### src/rtl/add_arbiter_pkg.sv
// rtl/add_arbiter_pkg.sv - shared constants and types for the add arbiter
//
// Purpose: pipeline/FIFO sizing shared by add_arbiter and add_pipe, plus a
// response record type sized for the default configuration (32-bit, 4 req).
package add_arbiter_pkg;

  localparam int PIPE_DEPTH = 2;
  // One extra entry lets a result leave the pipe in the same cycle that the
  // head is still waiting for the consumer.
  localparam int FIFO_DEPTH = PIPE_DEPTH + 1;

  localparam int PKG_WIDTH = 32;
  localparam int PKG_NREQ  = 4;

  typedef struct packed {
    logic [$clog2(PKG_NREQ)-1:0] id;
    logic [PKG_WIDTH-1:0]        y;
    logic                        carry;
  } add_rsp_t;

endpackage

### src/rtl/add_pipe.sv
// rtl/add_pipe.sv - two-stage registered adder carrying valid and id
//
// Purpose: stage 1 captures operands and id, stage 2 holds the WIDTH+1-bit
// sum and id. Never stalls; reset clears only the valid bits.
// Ports:
//   clock, reset        clock, synchronous active-high reset
//   in_valid/id/a/b     operation entering stage 1
//   s1_valid            stage-1 occupancy (used for credit counting)
//   out_valid/id/sum    stage-2 result; sum[WIDTH] is the carry-out
module add_pipe
  import add_arbiter_pkg::*;
#(
  parameter int WIDTH = 32,
  parameter int IDW   = 2
) (
  input  logic             clock,
  input  logic             reset,
  input  logic             in_valid,
  input  logic [IDW-1:0]   in_id,
  input  logic [WIDTH-1:0] in_a,
  input  logic [WIDTH-1:0] in_b,
  output logic             s1_valid,
  output logic             out_valid,
  output logic [IDW-1:0]   out_id,
  output logic [WIDTH:0]   out_sum
);

  logic [WIDTH-1:0] s1_a;
  logic [WIDTH-1:0] s1_b;
  logic [IDW-1:0]   s1_id;

  always_ff @(posedge clock) begin
    if (reset) begin
      s1_valid  <= 1'b0;
      out_valid <= 1'b0;
    end else begin
      s1_valid  <= in_valid;
      out_valid <= s1_valid;
    end
  end

  // Data registers are not reset; valids qualify them.
  always_ff @(posedge clock) begin
    s1_a    <= in_a;
    s1_b    <= in_b;
    s1_id   <= in_id;
    out_sum <= {1'b0, s1_a} + {1'b0, s1_b};
    out_id  <= s1_id;
  end

endmodule

### src/rtl/add_arbiter.sv
// rtl/add_arbiter.sv - round-robin arbiter sharing one adder pipeline
//
// Purpose: grants one of NREQ requesters per cycle (round-robin from ptr),
// pushes the operands through add_pipe and returns tagged results in accept
// order through a 3-entry FIFO with backpressure.
// Ports:
//   clock, reset                 clock, synchronous active-high reset
//   req_valid/req_ready          per-requester handshake (ready one-hot)
//   req_a, req_b                 packed operands, requester i at [i*WIDTH +: WIDTH]
//   rsp_valid/rsp_ready          shared result handshake
//   rsp_id, rsp_y, rsp_carry     originating requester, sum, carry-out
//   busy                         any operation in the pipe or FIFO
module add_arbiter
  import add_arbiter_pkg::*;
#(
  parameter int NREQ  = 4,
  parameter int WIDTH = 32
) (
  input  logic                     clock,
  input  logic                     reset,
  input  logic [NREQ-1:0]          req_valid,
  output logic [NREQ-1:0]          req_ready,
  input  logic [NREQ*WIDTH-1:0]    req_a,
  input  logic [NREQ*WIDTH-1:0]    req_b,
  output logic                     rsp_valid,
  input  logic                     rsp_ready,
  output logic [$clog2(NREQ)-1:0]  rsp_id,
  output logic [WIDTH-1:0]         rsp_y,
  output logic                     rsp_carry,
  output logic                     busy
);

  localparam int IDW = $clog2(NREQ);
  localparam int PW  = $clog2(FIFO_DEPTH);
  localparam int CW  = $clog2(FIFO_DEPTH + 1);
  localparam logic [IDW:0]  NREQ_W    = (IDW+1)'(NREQ);
  localparam logic [PW-1:0] FIFO_LAST = PW'(FIFO_DEPTH - 1);
  localparam logic [CW:0]   FIFO_FULL = (CW+1)'(FIFO_DEPTH);

  function automatic logic [IDW-1:0] wrap_idx(input logic [IDW-1:0] base, input int step);
    logic [IDW:0] s;
    s = {1'b0, base} + (IDW+1)'(step);
    if (s >= NREQ_W) s = s - NREQ_W;
    return s[IDW-1:0];
  endfunction

  function automatic logic [PW-1:0] fifo_next(input logic [PW-1:0] p);
    return (p == FIFO_LAST) ? '0 : p + 1'b1;
  endfunction

  logic [IDW-1:0]   ptr;
  logic             grant_found;
  logic [IDW-1:0]   grant_idx;
  logic             transfer;
  logic [WIDTH-1:0] sel_a;
  logic [WIDTH-1:0] sel_b;

  logic             s1_valid;
  logic             s2_valid;
  logic [IDW-1:0]   s2_id;
  logic [WIDTH:0]   s2_sum;

  logic [IDW-1:0]   fifo_id  [FIFO_DEPTH];
  logic [WIDTH:0]   fifo_sum [FIFO_DEPTH];
  logic [PW-1:0]    rd_ptr;
  logic [PW-1:0]    wr_ptr;
  logic [CW-1:0]    fifo_count;

  logic [CW:0]      outstanding;
  logic             pop;
  logic             credit_ok;

  // First valid requester at or after ptr, wrapping.
  always_comb begin
    grant_found = 1'b0;
    grant_idx   = '0;
    for (int k = 0; k < NREQ; k++) begin
      if (!grant_found && req_valid[wrap_idx(ptr, k)]) begin
        grant_found = 1'b1;
        grant_idx   = wrap_idx(ptr, k);
      end
    end
  end

  // Every operation in flight owns a FIFO slot; a same-cycle pop frees one,
  // so a result leaving the pipe can never find the FIFO full.
  assign pop         = rsp_valid && rsp_ready;
  assign outstanding = (CW+1)'(s1_valid) + (CW+1)'(s2_valid) + {1'b0, fifo_count};
  assign credit_ok   = (outstanding - (CW+1)'(pop)) < FIFO_FULL;
  assign busy        = (outstanding != '0);

  always_comb begin
    req_ready = '0;
    if (grant_found && credit_ok && !reset) req_ready[grant_idx] = 1'b1;
  end

  assign transfer = |req_ready;
  assign sel_a    = req_a[grant_idx*WIDTH +: WIDTH];
  assign sel_b    = req_b[grant_idx*WIDTH +: WIDTH];

  add_pipe #(
    .WIDTH (WIDTH),
    .IDW   (IDW)
  ) u_pipe (
    .clock     (clock),
    .reset     (reset),
    .in_valid  (transfer),
    .in_id     (grant_idx),
    .in_a      (sel_a),
    .in_b      (sel_b),
    .s1_valid  (s1_valid),
    .out_valid (s2_valid),
    .out_id    (s2_id),
    .out_sum   (s2_sum)
  );

  always_ff @(posedge clock) begin
    if (reset) begin
      ptr        <= '0;
      rd_ptr     <= '0;
      wr_ptr     <= '0;
      fifo_count <= '0;
    end else begin
      if (transfer) ptr <= wrap_idx(grant_idx, 1);
      if (s2_valid) wr_ptr <= fifo_next(wr_ptr);
      if (pop) rd_ptr <= fifo_next(rd_ptr);
      fifo_count <= fifo_count + CW'(s2_valid) - CW'(pop);
    end
  end

  always_ff @(posedge clock) begin
    if (s2_valid) begin
      fifo_id[wr_ptr]  <= s2_id;
      fifo_sum[wr_ptr] <= s2_sum;
    end
  end

  // Storage is not reset, so the response fields read as zero when empty.
  assign rsp_valid = (fifo_count != '0);
  assign rsp_id    = rsp_valid ? fifo_id[rd_ptr] : '0;
  assign rsp_y     = rsp_valid ? fifo_sum[rd_ptr][WIDTH-1:0] : '0;
  assign rsp_carry = rsp_valid && fifo_sum[rd_ptr][WIDTH];

endmodule
### config.mk
export PLATFORM = sky130hd
export DESIGN_NAME = add_arbiter
export DESIGN_NICKNAME = d
export VERILOG_FILES = /design/src/rtl/add_arbiter_pkg.sv /design/src/rtl/add_pipe.sv /design/src/rtl/add_arbiter.sv
export SDC_FILE = /design/constraint.sdc
export NUM_CORES = 1
export LEC_CHECK = 0
export ABC_AREA = 1
export CELL_PAD_IN_SITES_DETAIL_PLACEMENT = 0
export CELL_PAD_IN_SITES_GLOBAL_PLACEMENT = 1
export CORE_MARGIN = 2
export CORE_UTILIZATION = 27
export DETAILED_ROUTE_END_ITERATION = 16
export HOLD_SLACK_MARGIN = 0.06
export PLACE_DENSITY_LB_ADDON = 0.1
export SLEW_MARGIN = 15
export SYNTH_ARGS = -nofsm -noshare
export SYNTH_HDL_FRONTEND = slang
export SYNTH_SLANG_ARGS = --single-unit
### constraint.sdc
create_clock -name clock -period 9.3 [get_ports clock]
set_input_delay 1.395 -clock clock [delete_from_list [all_inputs] [get_ports clock]]
set_output_delay 1.395 -clock clock [all_outputs]
set_load 0.03 [all_outputs]
==> impl_metrics.json <==
{
  "outcome": "complete, no violations",
  "dp_hpwl_um": 33300,
  "postCtsSetupBuffers": 0,
  "syn_area_per_cell_um2": 7.64,
  "tritoncts": "built",
  "drt_iter0_markers": 532,
  "grt_max_degree": 90,
  "setup_tns_ps": 0,
  "wl_met1_um": 19900,
  "initial_core_util_pct": 27.5,
  "synthArstFlopShare_pct": 0,
  "arrival_ps": 4800,
  "grt_remaining_overflow": 0,
  "slew_headroom_pct": 36.6,
  "cts_sinks": 218,
  "synth.yosys.warnings": 0,
  "cts_hold_buf": 0,
  "num_rows": 78,
  "highest_layer": "met5",
  "h-tree-depth": 1,
  "max_slew.worst_pin.slew_ps": 951,
  "cp_max_fo": 62,
  "crit_type": "in -> out",
  "ys.flop_type": "dfxtp_1",
  "slew_violations": 0,
  "routed_wl_um": 43300,
  "synth_edf_count": 105,
  "track_usage_pct": 18.0,
  "area_delta_synth_final_pct": 34.3,
  "worst_setup_path_start_kind": "input port",
  "num_io_pins": 304,
  "synth_seq_cells": 218,
  "setup_viol": 0,
  "dp_worst_setup_slack_ps": 3100,
  "syn_area_mm2": 0.0125,
  "viasPerCell": 4.45,
  "ys_seq_area_share_pct": 43.2,
  "grt_pass1_wl_um": 66800,
  "timing.hold.ws_ps": 327,
  "period_share_pct": 66.6,
  "ant_nets": 0,
  "wire_per_inst_um": 17.2,
  "synth_most_common_cell": "inv_1",
  "vias": 11200,
  "layout-drive-gt1-share_pct": 5.96,
  "ctsResizeCount": 0,
  "ys_top_cells_by_count": "inv_1, nand2_1, nand3_1",
  "p_leak_nw": 8.07,
  "firstDrtPassIters": 5,
  "irDropWorstVdd_mv": 0.236,
  "nets": 2201,
  "rsz0062_at_grt": "no",
  "end_kind": "primary output",
  "required_ps": 7910,
  "wl_met3_um": 2720,
  "die-area_mm2": 0.0481,
  "drc": 0,
  "clock_latency_ps": 530,
  "hold_viol": 0,
  "max-clock-path-buffers": 3,
  "skew_ps": 22.7,
  "antenna_found_initial": 13,
  "io_buffers": 303,
  "synth_nets": 1946,
  "wl_met2_um": 20000,
  "cap_violations": 0,
  "clk_pin_slew_ps": 60,
  "ys_types": 37,
  "hold_path.class": "reg -> reg",
  "place.gp.congestion": 0.844,
  "tritoncts.num_buffers": 24,
  "power.density_mw_per_mm2": 378,
  "coreArea_mm2": 0.0456,
  "netlist_top_cells_area": "edfxtp_1, dfxtp_1, inv_1",
  "cts_root_buf": "clkbuf_16",
  "fin_ws_ps": 3110,
  "grt_pass1_vias": 11500,
  "die_h_um": 219,
  "netlist_instances": 1640,
  "die_w_um": 219,
  "clock.fmax_mhz": 162,
  "synth_top_area_share_pct": 25.2,
  "period_minus_slack_ps": 6190,
  "synth_top_area_cell": "edfxtp_1"
}
## through the flow
step,util (%),power [mW],std cells,instance area [um2]
after floorplan,-,4.16,1640,12500
after global placement,35.1,5.44,2469,16000
after detailed placement,35.1,5.45,2469,16000
after CTS,36.9,6.45,2513,16800
after global routing,36.9,6.92,2517,16800
final,36.9,6.36,2520,16800
## final timing paths
path / start / to / slack [ps] / cells past startpoint
min reg2reg: u_pipe.s1_id[0] / u_pipe.out_id[0] / 330 / 0
max reg2reg: ptr[0] / u_pipe.s1_b[26] / 5320 / 12
min: u_pipe.s1_id[0] / u_pipe.out_id[0] / 330 / 0
max: req_valid[1] / req_ready[3] / 3110 / 13
## state kept, by name, indices dropped and copies added, names as in the netlist, 6 cells and up, named ones only
register	cells
u_pipe.s1_b	32
u_pipe.out_sum	33
fifo_id	6
fifo_sum	99
u_pipe.s1_a	32
## worst max-delay path: stages
cell and delay [ps]:
clkdlybuf4s50_1 500, inv_1 50, nand2_1 70, nand2_1 70, o21ai_1 190, inv_2 80, nand3_4 570, nand3_4 530
inv_1 260, ha_1 200, inv_1 50, nor2_1 100, clkdlybuf4s50_1 690
## routing by layer
metal | vias to the layer above | track usage [%]
met5 | - | 0
met4 | 14 | 3.81
met3 | 46 | 4.01
met2 | 273 | 29.5
met1 | 5087 | 24.1
li1 | 5787 | -
## logic make-up after synthesis
kind of cell	share of synthesized area (%)
compound gates	6.73
simple gates	25.4
fa+ha+maj	4.42
flops	43.2
mux	3.15
buf+inv	15.6
xor+xnor	1.54
## area by class of cell
type | count | area, um2
Clock buffer | 29 | 661
Fill cell | 4840 | 28800
Clock inverter | 15 | 164
Inverter | 387 | 1460
Multi-Input combinational cell | 949 | 5230
Tap cell | 600 | 751
Timing Repair Buffer | 315 | 3120
Antenna cell | 7 | 17.5
Sequential cell | 218 | 5420
## cell usage in the layout (no fill, tap or decap), types with 5 or more instances in the layout
master,Yosys,final
nand4_1,132,132
mux2_2,35,35
ha_1,41,41
inv_2,5,5
clkdlybuf4s50_1,0,303
edfxtp_1,105,105
a21oi_1,78,78
diode_2,0,7
buf_4,15,12
clkbuf_16,0,25
inv_1,381,381
o21ai_0,54,54
nand2_1,323,322
o21bai_1,7,7
clkinv_2,0,7
xor2_1,18,18
dfxtp_1,113,112
nor3_1,9,7
nor2_1,56,53
nand3_1,162,160
## power by group
part | switching (mW) | internal, mW
clock | 0.381 | 0.592
combinational | 2.55 | 1.25
sequential | 0.161 | 1.42
total | 3.09 | 3.27
Note: power is estimated with default switching activity, not from simulation.
